$ cat src/rtl/display_7seg_mux.sv
// Time-multiplexed hex 7-segment driver: latched display register, 0-F decode,
// configurable polarity and a one-cycle blank at each digit change.
// Optional leading-zero blanking: define DISPLAY_7SEG_SUPRIME_ZEROS_EN.
module display_7seg_mux #(
  parameter int unsigned NUM_DIGITOS     = 4,
  parameter int unsigned DIV_SCAN        = 1000,
  parameter int unsigned SEG_ATIVO_BAIXO = 0,
  parameter int unsigned DIG_ATIVO_BAIXO = 0
) (
  input  logic                       clock,
  input  logic                       reset,
  input  logic [4*NUM_DIGITOS-1:0]   entrada,
  input  logic [NUM_DIGITOS-1:0]     pontos,
  input  logic                       carregar,
  output logic [0:6]                 saida,
  output logic                       ponto,
  output logic [NUM_DIGITOS-1:0]     digito
);

  localparam int unsigned CNT_W = (DIV_SCAN > 1) ? $clog2(DIV_SCAN) : 1;
  localparam int unsigned IDX_W = (NUM_DIGITOS > 1) ? $clog2(NUM_DIGITOS) : 1;
  localparam int unsigned DAT_W = 4 * NUM_DIGITOS;

  // "Off" levels double as the polarity XOR masks.
  localparam logic [0:6]             SEG_OFF = (SEG_ATIVO_BAIXO != 0) ? 7'b1111111 : 7'b0000000;
  localparam logic                   PT_OFF  = (SEG_ATIVO_BAIXO != 0);
  localparam logic [NUM_DIGITOS-1:0] DIG_OFF = (DIG_ATIVO_BAIXO != 0) ? {NUM_DIGITOS{1'b1}} : '0;

  logic [CNT_W-1:0]       cnt_q, cnt_d;
  logic [IDX_W-1:0]       idx_q, idx_d;
  logic [DAT_W-1:0]       disp_q, disp_d;
  logic [NUM_DIGITOS-1:0] pts_q, pts_d;
  logic [0:6]             saida_q, saida_d;
  logic                   ponto_q, ponto_d;
  logic [NUM_DIGITOS-1:0] digito_q, digito_d;

  logic                   last;
  logic                   blank;
  logic [3:0]             nib;
  logic                   pt_sel;
  logic [NUM_DIGITOS-1:0] dig_raw;
  logic [0:6]             seg_raw;

  // Active-high segment pattern, bit 0 = a ... bit 6 = g.
  function automatic logic [0:6] decode(input logic [3:0] v);
    case (v)
      4'h0:    decode = 7'b1111110;
      4'h1:    decode = 7'b0110000;
      4'h2:    decode = 7'b1101101;
      4'h3:    decode = 7'b1111001;
      4'h4:    decode = 7'b0110011;
      4'h5:    decode = 7'b1011011;
      4'h6:    decode = 7'b1011111;
      4'h7:    decode = 7'b1110000;
      4'h8:    decode = 7'b1111111;
      4'h9:    decode = 7'b1111011;
      4'hA:    decode = 7'b1110111;
      4'hB:    decode = 7'b0011111;
      4'hC:    decode = 7'b1001110;
      4'hD:    decode = 7'b0111101;
      4'hE:    decode = 7'b1001111;
      default: decode = 7'b1000111;
    endcase
  endfunction

`ifdef DISPLAY_7SEG_SUPRIME_ZEROS_EN
  logic [NUM_DIGITOS-1:0] zero_up;

  // zero_up[i]: nibble i and every higher nibble are zero.
  always_comb begin
    logic run;
    run     = 1'b1;
    zero_up = '0;
    for (int i = int'(NUM_DIGITOS) - 1; i >= 0; i--) begin
      run        = run & (disp_q[4*i +: 4] == 4'h0);
      zero_up[i] = run;
    end
  end

  always_comb begin
    blank = 1'b0;
    for (int i = 1; i < int'(NUM_DIGITOS); i++) begin
      if (idx_q == IDX_W'(i)) blank = zero_up[i];
    end
  end
`else
  assign blank = 1'b0;
`endif

  always_comb begin
    last    = (cnt_q == CNT_W'(DIV_SCAN - 1));
    disp_d  = carregar ? entrada : disp_q;
    pts_d   = carregar ? pontos  : pts_q;
    cnt_d   = last ? '0 : cnt_q + CNT_W'(1);
    idx_d   = idx_q;
    nib     = 4'h0;
    pt_sel  = 1'b0;
    dig_raw = '0;

    if (last) begin
      idx_d = (idx_q == IDX_W'(NUM_DIGITOS - 1)) ? '0 : idx_q + IDX_W'(1);
    end

    // Select the current digit; its enable drops on the last cycle of its slot.
    for (int i = 0; i < int'(NUM_DIGITOS); i++) begin
      if (idx_q == IDX_W'(i)) begin
        nib        = disp_q[4*i +: 4];
        pt_sel     = pts_q[i];
        dig_raw[i] = ~last;
      end
    end

    seg_raw  = blank ? 7'b0000000 : decode(nib);
    saida_d  = seg_raw ^ SEG_OFF;
    ponto_d  = pt_sel ^ PT_OFF;
    digito_d = dig_raw ^ DIG_OFF;
  end

  always_ff @(posedge clock) begin
    if (reset) begin
      cnt_q    <= '0;
      idx_q    <= '0;
      disp_q   <= '0;
      pts_q    <= '0;
      saida_q  <= SEG_OFF;
      ponto_q  <= PT_OFF;
      digito_q <= DIG_OFF;
    end else begin
      cnt_q    <= cnt_d;
      idx_q    <= idx_d;
      disp_q   <= disp_d;
      pts_q    <= pts_d;
      saida_q  <= saida_d;
      ponto_q  <= ponto_d;
      digito_q <= digito_d;
    end
  end

  assign saida  = saida_q;
  assign ponto  = ponto_q;
  assign digito = digito_q;

endmodule

$ cat config.mk
export PLATFORM = sky130hd
export DESIGN_NAME = display_7seg_mux
export DESIGN_NICKNAME = d
export VERILOG_FILES = /design/src/rtl/display_7seg_mux.sv
export SDC_FILE = /design/constraint.sdc
export NUM_CORES = 1
export LEC_CHECK = 0
export ABC_AREA = 0
export ABC_CLOCK_PERIOD_IN_PS = 6040
export CORE_MARGIN = 2
export CORE_UTILIZATION = 30
export CTS_BUF_LIST = sky130_fd_sc_hd__clkbuf_4 sky130_fd_sc_hd__clkbuf_8
export CTS_CLUSTER_SIZE = 12
export DETAILED_ROUTE_END_ITERATION = 7
export PLACE_DENSITY = 0.62
export SYNTH_ARGS = -nofsm -noshare
export SYNTH_HDL_FRONTEND = slang
export SYNTH_SLANG_ARGS = --single-unit
$ cat constraint.sdc
create_clock -name clock -period 6.04 [get_ports clock]
set_clock_uncertainty 0.1 [all_clocks]
set_input_delay 0.906 -clock clock [delete_from_list [all_inputs] [get_ports clock]]
set_output_delay 0.906 -clock clock [all_outputs]
set_load 0.01 [all_outputs]
# Word-level counts from Yosys, hierarchy flattened
# Memories as Yosys holds them, arrays and structs flattened. A register that Yosys moved wholly into a read port is not among the register bits.
# Cells that the tools add are included.
classes:
  addsub: 2
  eq_ne: 4
  muxes: 9
  bitwise_logic: 5
  n_reduce_logical: 6
ops:
  columns: ["operator", "count"]
  rows:
  - ["two-way mux 4 bit", 4]
  - ["adder 10 x 1 -> 10 bit (second input constant)", 1]
  - ["== test 10 bit (second input constant)", 1]
  - ["OR reduction 2 bit", 5]
  - ["inverter 1 bit", 5]
  - ["== test 2 bit (second input constant)", 2]
  - ["two-way mux 1 bit", 4]
  - ["adder 2 x 1 -> 2 bit (second input constant)", 1]
  - ["== test 2 x 1 -> 1 bit (second input constant)", 1]
  - ["zero test 2 bit", 1]
  - ["two-way mux 2 bit", 1]
totals:
  regBits: 37
  mem_bits_ro: 112
  input_bits: 23
  output_inout_bits: 12
  wordCells: 36
  mem_count: 1
mem_list:
  columns: ["name", "depth", "word_bits", "read_ports", "rd_clocked_by_memory_dff", "write_ports", "line_no", "text"]
  rows:
  - ["(no name shown)", 16, 7, 1, 1, 0, "46", "case (v)"]

# Longest topological paths before layout
depth:
  ltp_word: 5
  ltp_mapped: 10

# Worst setup path after synthesis
# OpenSTA, ideal clock, no wires.
synth_path:
  kind: "reg-to-reg"
  start: "register idx_q[1]"
  end: "register saida_q (netlist bit saida[0])"
  arrival_ns: 2.175
  t_required_ns: 5.845
  slack_ns: 3.669
  stages_incl_launch_ff: 10
  path_cell_list: "dfxtp_1 -> inv_1 -> ha_1 -> buf_6 -> nand3b_1 -> a221oi_2 -> inv_1 -> ha_1 -> or4_1 -> o311ai_1"
synth_via:
  elab_chain_len: 5
synth_lines:
  columns: ["element", "line_no", "text"]
  rows:
  - ["start, declared", "30", "logic [IDX_W-1:0] idx_q, idx_d;"]
  - ["start signal, assigned", "130", "idx_q <= idx_d;"]
  - ["zero test 2 bit", "106", "if (idx_q == IDX_W'(i)) begin"]
  - ["two-way mux 4 bit (3 in a row)", "106", null]
  - ["two-way mux 4 bit *", "106", null]
  - ["end, declared", "33", "logic [0:6] saida_q, saida_d;"]
# Mark *: on every way between the ends. The rest lies on a longest branch, timed or not.
# A chain may end at the register's enable or synchronous reset.

# Worst setup path after layout
layout_path:
  start: "register idx_q[0]"
  end: "register saida_q (netlist bit saida[0])"
# The elaborated chain is that of the path after synthesis.

==> impl_results.md <==
- Outcome: completed
- Mux cell area share after synthesis: 12.91%
- Critical path's largest stage delay: 550 ps
- Final antenna-violating net count: 0
- Relative slew margins: 20.37%
- # rows: 30
- GR Util met3: 2.922%
- Endpoint class of the critical path: flip-flop
- RSZ-0062 raised after global routing: no
- Fin crit share: 44.67%
- Post-synthesis sequential area ratio: 41.88%
- Syn nets: 243
- Fin Setup TNS: 0 ps
- Simple-Gate Fraction of Synth Area: 19.45%
- Core area: 6794 um2
- PortBufs: 34
- Most used flip-flop cell after synthesis: dfxtp_1
- Post-synth EDFFs: 0
- Final RePlAce weighted congestion: 0.8021
- CP max FO: 15
- Synth top cells by count: dfxtp_1 (44), nor2_1 (36), mux2i_1 (26)
- Post-synthesis cell count: 208
- First-pass GRT wire length: 6.527 mm
- Vias in the first global route: 1389
- Post-CTS Setup Bufs: 0
- DRT Pass-1 Iters: 5
- Startpoint types: flip-flop
- Met2 GRT Util: 17.29%
- Iteration-0 DRC count of the detailed router: 63
- Avg WL per Cell: 11.59 um
- Crit-path slowest cell: ha_1
- Synthesis-to-layout area growth: 22.13%
- Number of fillers in the final layout: 689
- Final min period: 2698 ps
- Syn Area/Cell: 10.11 um2
- TritonCTS clock tree: yes
- CP most frequent cell: ha_1
- Die area: 7697 um2
- DP HPWL: 2.758 mm
- Synthesized area: 2103 um2
- Synth Area in Compound Gates: 9.280%
- Synth unique cells: 46
- CTS Buf Count: 5
- Yosys top cell area share: 41.88%
- Synth Area in Adders: 7.139%
- Critical path class: flip-flop to flip-flop
- Final nets: 275
- Hold Path Class: flip-flop to flip-flop
- Largest area contributor in the netlist: dfxtp_1
- Yosys warnings: 0
- H-tree depth: 2
- Inserted Diodes: 0
- Die Ht: 87.73 um
- Total wire length: 3.895 mm
- Initial Utilization: 30.96%
- Clock sinks: 44
- Dominant cells by area after synthesis: dfxtp_1 (42%), mux2i_1 (12%), ha_1 (7.1%)
- Data arrival, critical path: 2800 ps
- Min-delay src: cnt_q[0]
- Design Power: 565.3 uW
- Tightest Pin Transition: 1191 ps
- Delay-heaviest family, CP: adder cells
- Vias: 1498
- Worst-Skew Late Latency: 290 ps
- Required time of the critical path: 6140 ps
- Ratio of cells with drive above 1 in the final layout: 9.167%
- Cell Pwr Density: 220.1 nW/um2
- Grt met1 use: 14.00%
- Buffers and inverters on the worst path: 1
- Die Wd: 87.73 um
- Final Max Slew Viols: 0
- GRT Total Usage: 10.85%
- Ys async rst share: 0%
- Via density: 4.458
- Fin. Hold Viols: 0
- Drt drc: 0
- Grt peak-use layer: met2
- R2r startpoint: idx_q[0]
- Flops & latches, synth: 44
- Max Freq: 370.6 MHz
- Worst vdd ir: 0.0001066 V
- Resized cells post-CTS: 0
- Cell with the most instances after synthesis: dfxtp_1
- Top Ports: 35
- Root Buffer: clkbuf_8
- # hold bufs at CTS: 0
- Largest family of logic cells by synthesized area: simple AND/OR/NAND/NOR gates
- Reg clk slew, reported paths: 80 ps
- Gr ovfl total: 0
- Clk buf depth: 2
- Max-Cap Viols: 0
- Largest net degree at the start of global routing: 38
- # setup viols final: 0
- Initial antenna violation count: 0
- LEAKAGE: 0.001013 uW
- Critical path cell sequence: ha_1 > a211oi_1 > a221oi_2 > inv_1 > ha_1 > or4_1 > o311ai_1
- Post-Synth XOR/XNOR Area: 3.748%
- CP Launch Point: idx_q[0]
==> per-layer routing <==
layer  routed length (um)  part of all wire, %
met5                    0                    0
met1                 1877                   48
met3                  136                  3.5
met4                   61                  1.6
met2                 1820                   47
==> through the flow <==
stage	instance area (um2)	instances	util, %	worst slack [ps]	hold WS, ps
after floorplan	2103	208	-	3669	329.1
after global placement	2487	329	36.61	3299	343.9
after detailed placement	2487	329	36.61	3268	351.2
after CTS	2569	336	37.81	3297	371.7
after global routing	2569	336	37.81	3073	406.0
final	2569	336	37.81	3342	362.4
==> registers in the layout, indices dropped and copies added, names as in the netlist <==
signal,count
cnt_q,10
pts_q,4
digito,4
saida,7
disp_q,16
ponto,1
idx_q,2
==> layout make-up <==
cell class	count	area (um2)	area share (%)
clock inverters	2	12.51	0.4871
flip-flops and latches	44	880.8	34.29
inverters	9	33.78	1.315
multi-input cells	145	1105	43.01
well taps	96	120.1	4.676
clock buffers	5	68.82	2.679
repair buffers	35	347.8	13.54
==> path summary, 6_finish.rpt <==
kind	slack, ps	endpoint	cells past startpoint
worst max-delay path	3340	saida[0]	7
worst min-delay path	360	cnt_q[0]	1
worst max register to register	3340	saida[0]	7
worst min register to register	360	cnt_q[0]	1
==> where the power goes <==
| part | total [uW] | switching (uW) | leakage (uW) | internal [uW] |
|---|---|---|---|---|
| Sequential | 313 | 7.70 | 0.000362 | 305 |
| Combinational | 76.3 | 32.9 | 0.000611 | 43.4 |
| Clock | 176 | 98.1 | 0.0000400 | 78.4 |
| Total | 565 | 139 | 0.00101 | 427 |
==> cell families (layout without fill, tap and decap cells) <==
group | after synthesis | in the layout
buffers and inverters | 19 | 51
muxes | 27 | 27
DFF | 44 | 44
and+or+nand+nor | 78 | 78
adders and majority gates | 12 | 12
AOI/OAI and AO/OA | 19 | 19
xor gates and xnor gates | 9 | 9
==> placed cells by master, fill, tap and decap left out, drive strengths merged, types with 3 or more instances in the layout <==
cell type      count
dfxtp             44
nor2              38
clkdlybuf4s50     34
mux2i             26
ha                12
inv                9
nand2              8
xnor2              7
clkbuf             5
and2               5
nor3b              4
nand3              4
nor3               4
nand3b             4
a211oi             4
a221oi             3
nor2b              3
a21oi              3
No activity file was read; power rests on OpenSTA's default activity.
